$ cat src/rtl/mem_responder.sv
// Memory-side responder: captures a MAR/MDR request, waits WAIT_STATES cycles, then
// performs a big-endian byte/halfword/word access on internal RAM and answers with MOC.
module mem_responder #(
  parameter int ADDR_W      = 8,
  parameter int WAIT_STATES = 2
) (
  input  logic        CLK,
  input  logic        RESET,
  input  logic        MOV,
  input  logic        RW,
  input  logic [1:0]  DS,
  input  logic [31:0] ADDR,
  input  logic [31:0] DATA_IN,
  output logic [31:0] DATA_OUT,
  output logic        MOC,
  output logic        ERR
);

  localparam int IDX_W = ADDR_W - 2;
  localparam int DEPTH = 1 << IDX_W;
  localparam logic [3:0] WAIT_INIT = 4'(WAIT_STATES);

  typedef enum logic [1:0] {IDLE, BUSY, DONE} state_t;

  state_t            state_q, state_d;
  logic [3:0]        cnt_q, cnt_d;
  logic              moc_q, moc_d;
  logic              err_q, err_d;
  logic [31:0]       dout_q, dout_d;

  logic              rw_q;
  logic [1:0]        ds_q;
  logic [31:0]       addr_q;
  logic [31:0]       wdata_q;

  logic              capture;
  logic              commit;
  logic              acc_err;
  logic [1:0]        off;
  logic [IDX_W-1:0]  wr_idx;
  logic [3:0][7:0]   rd_lanes;
  logic [3:0][7:0]   wr_lanes;
  logic [3:0]        we_lanes;
  logic [31:0]       rd_val;

  assign off      = addr_q[1:0];
  assign wr_idx   = addr_q[ADDR_W-1:2];
  assign capture  = (state_q == IDLE) && MOV;
  assign DATA_OUT = dout_q;
  assign MOC      = moc_q;
  assign ERR      = err_q;

  // RAM is split into four byte lanes; lane n holds every byte whose address ends in n.
  // The read is registered at the capture edge, which is always before the commit edge.
  for (genvar gi = 0; gi < 4; gi++) begin : g_lane
    logic [7:0] bank [DEPTH];
    logic [7:0] rd_q;

    always_ff @(posedge CLK) begin
      if (we_lanes[gi]) bank[wr_idx] <= wr_lanes[gi];
      if (capture) rd_q <= bank[ADDR[ADDR_W-1:2]];
    end

    assign rd_lanes[gi] = rd_q;
  end

  always_ff @(posedge CLK) begin
    if (capture) begin
      rw_q    <= RW;
      ds_q    <= DS;
      addr_q  <= ADDR;
      wdata_q <= DATA_IN;
    end
  end

  always_comb begin
    acc_err = |addr_q[31:ADDR_W];
    case (ds_q)
      2'b01:   if (off[0]) acc_err = 1'b1;
      2'b10:   if (off != 2'b00) acc_err = 1'b1;
      2'b11:   acc_err = 1'b1;
      default: ;
    endcase
  end

  always_comb begin
    rd_val = '0;
    case (ds_q)
      2'b00:   rd_val = {24'd0, rd_lanes[off]};
      2'b01:   rd_val = {16'd0, rd_lanes[{off[1], 1'b0}], rd_lanes[{off[1], 1'b1}]};
      2'b10:   rd_val = {rd_lanes[0], rd_lanes[1], rd_lanes[2], rd_lanes[3]};
      default: rd_val = '0;
    endcase
  end

  always_comb begin
    we_lanes = '0;
    wr_lanes = '0;
    case (ds_q)
      2'b00: begin
        we_lanes[off] = 1'b1;
        wr_lanes[off] = wdata_q[7:0];
      end
      2'b01: begin
        we_lanes[{off[1], 1'b0}] = 1'b1;
        we_lanes[{off[1], 1'b1}] = 1'b1;
        wr_lanes[{off[1], 1'b0}] = wdata_q[15:8];
        wr_lanes[{off[1], 1'b1}] = wdata_q[7:0];
      end
      2'b10: begin
        we_lanes = 4'hF;
        wr_lanes = {wdata_q[7:0], wdata_q[15:8], wdata_q[23:16], wdata_q[31:24]};
      end
      default: ;
    endcase
    // Reset wins over a commit landing on the same edge.
    if (!commit || rw_q || acc_err || RESET) we_lanes = '0;
  end

  always_comb begin
    state_d = state_q;
    cnt_d   = cnt_q;
    moc_d   = moc_q;
    err_d   = err_q;
    dout_d  = dout_q;
    commit  = 1'b0;
    case (state_q)
      IDLE: begin
        if (MOV) begin
          state_d = BUSY;
          cnt_d   = WAIT_INIT;
        end
      end
      BUSY: begin
        if (!MOV) begin
          state_d = IDLE;
        end else if (cnt_q != 4'd0) begin
          cnt_d = cnt_q - 4'd1;
        end else begin
          commit  = 1'b1;
          moc_d   = 1'b1;
          err_d   = acc_err;
          state_d = DONE;
          if (rw_q) dout_d = acc_err ? 32'd0 : rd_val;
        end
      end
      DONE: begin
        if (!MOV) begin
          moc_d   = 1'b0;
          err_d   = 1'b0;
          state_d = IDLE;
        end
      end
      default: state_d = IDLE;
    endcase
  end

  always_ff @(posedge CLK) begin
    if (RESET) begin
      state_q <= IDLE;
      cnt_q   <= 4'd0;
      moc_q   <= 1'b0;
      err_q   <= 1'b0;
      dout_q  <= 32'd0;
    end else begin
      state_q <= state_d;
      cnt_q   <= cnt_d;
      moc_q   <= moc_d;
      err_q   <= err_d;
      dout_q  <= dout_d;
    end
  end

endmodule

$ cat config.mk
export PLATFORM = sky130hd
export DESIGN_NAME = mem_responder
export DESIGN_NICKNAME = d
export VERILOG_FILES = /design/src/rtl/mem_responder.sv
export SDC_FILE = /design/constraint.sdc
export NUM_CORES = 2
export LEC_CHECK = 0
export BUFFER_PORTS_ARGS = -buffer_cell sky130_fd_sc_hd__buf_2
export CAP_MARGIN = 20
export CORE_ASPECT_RATIO = 1.2
export CORE_MARGIN = 3
export CORE_UTILIZATION = 62
export DETAILED_ROUTE_END_ITERATION = 6
export HOLD_SLACK_MARGIN = 0.03
export PLACE_DENSITY = 0.78
export SYNTH_ARGS = -nofsm -noshare
export SYNTH_HDL_FRONTEND = slang
export SYNTH_SLANG_ARGS = --single-unit
$ cat constraint.sdc
create_clock -name CLK -period 6.3 [get_ports CLK]
set_input_delay 1.26 -clock CLK [delete_from_list [all_inputs] [get_ports CLK]]
set_output_delay 1.26 -clock CLK [all_outputs]
set_load 0.1 [all_outputs]
== Word-level counts from Yosys, hierarchy flattened ==
Memories as Yosys holds them, arrays and structs flattened. A register that Yosys moved wholly into a read port is not among the register bits.
Cells that the tools add are included.

* Reductions and logical operators: 19
* Divide/modulo/power cells: 0
* Multipliers: 0
* Bitwise logic cells: 4
* Equality and inequality tests: 11
* Mux-type cells: 54
* Shift-type cells: 0
* Order comparisons: 6
* Add/sub/neg operators: 1

{| class="wikitable"
|+ Operator list
! kind !! count
|-
| $pmux 32 s3 || 2
|-
| $mux 8 || 8
|-
| $and 32x24->32 || 1
|-
| $and 32x32->32 || 1
|-
| $bwmux 32 || 1
|-
| $mux 32 || 1
|-
| $reduce_or 24->1 || 1
|-
| $mux 1 || 21
|-
| $bmux 8 s2 || 1
|-
| $demux 8 s1 || 2
|-
| $demux 8 s2 || 1
|-
| $mux 4 || 4
|-
| $pmux 4 s3 || 1
|-
| $reduce_and 4->1 || 3
|-
| $ne 2x2->1 const B || 5
|-
| $lt 2x3->1 const B || 3
|-
| $mux 2 || 4
|-
| $pmux 4 s2 || 1
|-
| $eq 2x2->1 const B || 3
|-
| $ge 2x1->1 const B || 3
|-
| $pmux 2 s3 || 1
|-
| $reduce_bool 2->1 || 3
|-
| $eq 2x1->1 const B || 2
|-
| $logic_and 1x1->1 || 4
|-
| other kinds (13) || 18
|}

* Memory bits (writable): 2048
* Output and inout bits: 34
* Register bits: 107
* Bits in read-only memories: 0
* Memories: 4
* Latch bits: 0

{| class="wikitable"
|+ Memory list
! memory !! depth !! bits a word !! read ports !! clocked after Yosys merged registers in !! write ports !! RTL line !! source
|-
| g_lane[0].bank || 64 || 8 || 1 || 1 || 1 || 56 || <nowiki>logic [7:0] bank [DEPTH];</nowiki>
|-
| g_lane[1].bank || 64 || 8 || 1 || 1 || 1 || 56 ||
|-
| g_lane[2].bank || 64 || 8 || 1 || 1 || 1 || 56 ||
|-
| g_lane[3].bank || 64 || 8 || 1 || 1 || 1 || 56 ||
|}

== Depth between registers and ports, before layout ==
* Depth in word-level cells: 11
* Mapped depth: 11
* Gate-level depth less buffers: 7

== Least setup slack after synthesis ==
Ideal clock, no wire load.

* Path kind: input to register
* Start point: input MOV
* End point: register addr_q[0] (enable)
* Buffers on the path: 0
* Data arrival time: 3828 ps
* Setup slack: 2003 ps
* Required time: 5831 ps
* Cell stages on the path: 2
* Path through: nor2b_1 -> and2_1

* Longest elaborated chain between the ends: 1

{| class="wikitable"
|+ RTL lines
! what !! RTL line !! source
|-
| from (decl) || 9 || <nowiki>input logic MOV,</nowiki>
|-
| $logic_and 1x1->1 || 48 || <nowiki>assign capture = (state_q == IDLE) && MOV;</nowiki>
|-
| net capture || 36 || <nowiki>logic capture;</nowiki>
|-
| to (signal assigned) || 71 || <nowiki>addr_q <= ADDR;</nowiki>
|-
| to (decl) || 33 || <nowiki>logic [31:0] addr_q;</nowiki>
|}

The timed path passes the listed nets, and every way through them passes these cells.
A chain may end at the register's enable or synchronous reset.

== Worst setup path in the final report ==
* Start point: register ds_q[0]
* End point: memory g_lane[0].bank[53][4] (enable)

* Longest elaborated chain between the ends: 7
* Elaborated cells between the ends (all ways): 11
* Those cells by class: 3 x eq/ne; 5 x mux; 3 x reduce/logical

{| class="wikitable"
|+ RTL lines
! what !! RTL line !! source
|-
| from (decl) || 32 || <nowiki>logic [1:0] ds_q;</nowiki>
|-
| from (signal assigned) || 70 || <nowiki>ds_q <= DS;</nowiki>
|-
| $eq 2x2->1 (tied with other cells) || 78 || <nowiki>case (ds_q)</nowiki>
|-
| $pmux 1 s3 || 78 ||
|-
| $logic_or 1x1->1 (2 in a row) || 117 || <nowiki>if (!commit || rw_q || acc_err || RESET) we_lanes = '0;</nowiki>
|-
| $mux 4 * || 117 ||
|-
| $mux 1 * || 60 || <nowiki>if (we_lanes[gi]) bank[wr_idx] <= wr_lanes[gi];</nowiki>
|-
| $mux 1 (not written as such) * || 60 ||
|-
| to (decl) || 56 ||
|}

Mark *: on every way between the ends. The rest lies on a longest branch, timed or not.

==> summary.md <==
| Metric | Value |
|---|---|
| CP most frequent cell | `buf_4` |
| Crit path DAT | `4.79 ns` |
| Outcome | `finished, violations left` |
| Tightest Pin Transition | `1.29 ns` |
| Hold path cells | `2` |
| Nets@finish | `4300` |
| Clock-pin slew on the worst setup and hold paths | `0.06 ns` |
| Clock share of power | `39.2%` |
| Proportion of layout cells with a drive suffix above 1 | `24.1%` |
| Filler-free cell count of the finished design | `6175` |
| Synth Flop Type | `edfxtp_1` |
| Synthesized net count | `4152` |
| Fmax | `230 MHz` |
| Via count of the first global-routing pass | `43637` |
| Element type at the critical path start | `flop` |
| Final WS setup | `1.95 ns` |
| Fillers | `7545` |
| NetSw | `6.30 mW` |
| Worst r2r src | `ds_q[0]` |
| Area of the die | `0.141 mm²` |
| CTS tree | `done` |
| Final Hold Fails | `0` |
| Routed vias | `44712` |
| Synth area leaders | `edfxtp_1, mux4_2, nor2_1` |
| Initial Utilization | `62.7%` |
| DP HPWL | `139 mm` |
| Yosys top cell by area | `edfxtp_1` |
| Util after Layout | `69.3%` |
| Cell Count Post-Placement | `5815` |
| Largest net degree at the start of global routing | `75` |
| Yosys warning count | `0` |
| Via-to-Cell Ratio | `7.24` |
| Worst Setup SP | `ds_q[0]` |
| WL final | `234 mm` |
| DR WL/cell | `37.9 µm` |
| Area Overhead vs Synth | `10.5%` |
| Std cell rows | `147` |
| Sum Neg Setup Slack | `0 ns` |
| RSZ-0062 raised after global routing | `false` |
| Post-synth top cells | `edfxtp_1, mux4_2, nor2_1` |
| Setup CP Type | `flop to flop` |
| Hold Path Sink | `DATA_OUT[9]` |
| Post-layout minimum cycle time | `4.35 ns` |
| Failing checks | `DRC` |
| Die width | `343 µm` |
| Worst-Skew Late Latency | `0.84 ns` |
| Antenna violations before repair | `17` |
| Worst r2r path cells | `9` |
| CP max-delay cell | `nor2_1` |
| Post-synth ARST share | `0%` |
| Flop and latch count out of synthesis | `2187` |
| Leakage | `28.6 nW` |
| Crit path required time | `6.73 ns` |
| Initial DRC count | `7427` |
| Clock Skews | `0.0488 ns` |
| Maximum capacitance violations | `0` |
| Worst path buffer plus inverter count | `3` |
| DP Worst Slack | `1.49 ns` |
| Post-Syn Area | `0.0843 mm²` |
| Setup Buffers After CTS | `0` |
| Pwr Density | `314 mW/mm²` |
| P_int | `22.9 mW` |
| Net Sw Frac | `21.5%` |
| I/O Pins | `104` |
| Most frequent cell after synthesis | `edfxtp_1` |
| Yosys cell types | `50` |
| Final Cycle Share | `69.1%` |
| First-pass GRT wire length | `331 mm` |
| Reg-to-reg slack, setup | `1.95 ns` |
| Gr usage total | `34.0%` |
| CP max FO | `64` |
| Multi-input gate area | `0.0180 mm²` |
| Number of remaining DRC errors | `357` |
| Core ar. | `0.134 mm²` |
| Slew Limit Fails | `0` |
| Post-route ant nets | `0` |
| Crit path cell chain | `inv_1, ha_1, buf_4, a21o_1, a21oi_1, or2_2, nand4_1, buf_4, nor2_1` |
| Hold WC Path Type | `flop to flop` |
| Top delay family on crit path | `simple AND/OR/NAND/NOR gates` |
| FF+latch area | `0.0653 mm²` |
| H-tree Lvls | `4` |
| Combinational share of power | `5.4%` |
| PortBufs | `103` |
| Clk sinks | `2187` |
| Post-synth EDFFs | `2147` |
| VDD IR max | `0.224 mV` |
| Die H | `410 µm` |
| GRT overflow | `0` |
| Final setup violation count | `0` |
| Synthesized instance count | `4075` |
| R2r endpoint | `g_lane[0].bank[53][4]` |
| Avg Cell Area, Syn | `20.7 µm²` |
| Inserted Clock Buffers | `190` |
| CTS hold repair buffers | `0` |
| Number of gates resized after cts | `0` |
| Flop pwr share | `55.3%` |
| Hold_sp | `DATA_OUT[9]` |
| Pre-antenna DRT Iters | `7` |
| Clock Tree Root | `clkbuf_16` |
| RD Place Congestion | `0.929` |
| CP max stage delay | `0.90 ns` |
| Slew HR | `13.6%` |
| Longest Clk Path Bufs | `3` |
| Seq/Total Area, Yosys | `77.4%` |
| Area fraction of the dominant cell type after synthesis | `76.4%` |
| Worst setup EP type | `flop` |
how the worst max path moves through the flow:
stage                                       end  depth (start not counted)  slack (ns)
after global placement        g_lane[0].rd_q[1]                          7        1.59
after detailed placement      g_lane[1].rd_q[4]                          6        1.49
final                     g_lane[0].bank[53][4]                          9        1.95
after global routing      g_lane[2].bank[56][3]                          9        1.85
after CTS                 g_lane[2].bank[56][1]                          9        2.10
after floorplan                       addr_q[0]                          2        2.00
per-layer routing:
metal | GRT usage, % | share of wire [%] | vias to the layer above
li1 | - | - | 17182
met1 | 44.3 | 32 | 22779
met2 | 50.8 | 46 | 3998
met3 | 10.7 | 15 | 727
met4 | 20.6 | 7.6 | 26
met5 | 0 | 0.088 | -
flip-flops by register name, summed over array words and instances (netlist names):
| name | count |
|---|---|
| ds_q | 2 |
| g_lane.rd_q | 32 |
| MOC | 1 |
| ERR | 1 |
| g_lane.bank | 2048 |
| state_q | 2 |
| addr_q | 32 |
| rw_q | 1 |
| wdata_q | 32 |
| DATA_OUT | 32 |
| cnt_q | 4 |
placed cells by master (no fill, tap or decap), types with 30 or more instances in the layout:
cell type / netlist / routed
mux4_2: 513 / 513
dfxtp_1: 40 / 40
o21ai_0: 30 / 30
o22ai_1: 152 / 152
nor4_1: 34 / 34
nor2_1: 340 / 316
buf_2: 63 / 99
buf_4: 52 / 85
nand2_1: 147 / 147
a21oi_1: 49 / 49
clkbuf_1: 116 / 32
mux2i_1: 40 / 40
clkinv_1: 0 / 43
edfxtp_1: 2147 / 2147
clkbuf_16: 0 / 197
clkinv_2: 0 / 41
cells by family (layout without fill, tap and decap cells):
family,Yosys count,after routing,synth area share (%)
buffers and inverters,255,555,1.49
flip-flops,2187,2187,77.4
multiplexers,569,569,14.4
other,0,12,0
adder cells (fa/ha/maj),7,7,0.104
AND/OR/NAND/NOR,694,694,3.70
AO/OA/AOI/OAI,363,363,2.93
power groups by stage:
stage	sequential [mW]	clock [mW]	combinational, mW
final	16.2	11.5	1.58
after detailed placement	16.5	0	1.52
after global placement	16.5	0	1.49
after floorplan	16.5	0	0.912
after global routing	16.2	12.0	1.63
after CTS	16.2	11.5	1.54
per-stage QoR:
stage / hold slack [ns] / power [mW] / cell area, µm²
after global routing: 0.467 / 29.8 / 93200
after CTS: 0.452 / 29.2 / 93100
after detailed placement: 0.445 / 18.0 / 87100
final: 0.453 / 29.2 / 93200
after global placement: 0.438 / 18.0 / 87000
after floorplan: 0.475 / 17.4 / 84300
worst reg2reg max path, stage by stage, from the launching register on:
cell      delay, ns
edfxtp_1       0.41
inv_1          0.09
ha_1           0.21
buf_4          0.27
a21o_1         0.24
a21oi_1        0.14
or2_2          0.63
nand4_1        0.54
buf_4          0.53
nor2_1         0.93
layout make-up:
class	count	area share (%)
Inverter	5	0.0201
Timing Repair Buffer	206	1.69
Antenna cell	12	0.0322
Clock buffer	230	5.43
Sequential cell	2187	70.0
Clock inverter	114	1.02
Multi-Input combinational cell	1633	19.4
Tap cell	1788	2.40
Note: power is estimated with default switching activity, not from simulation.
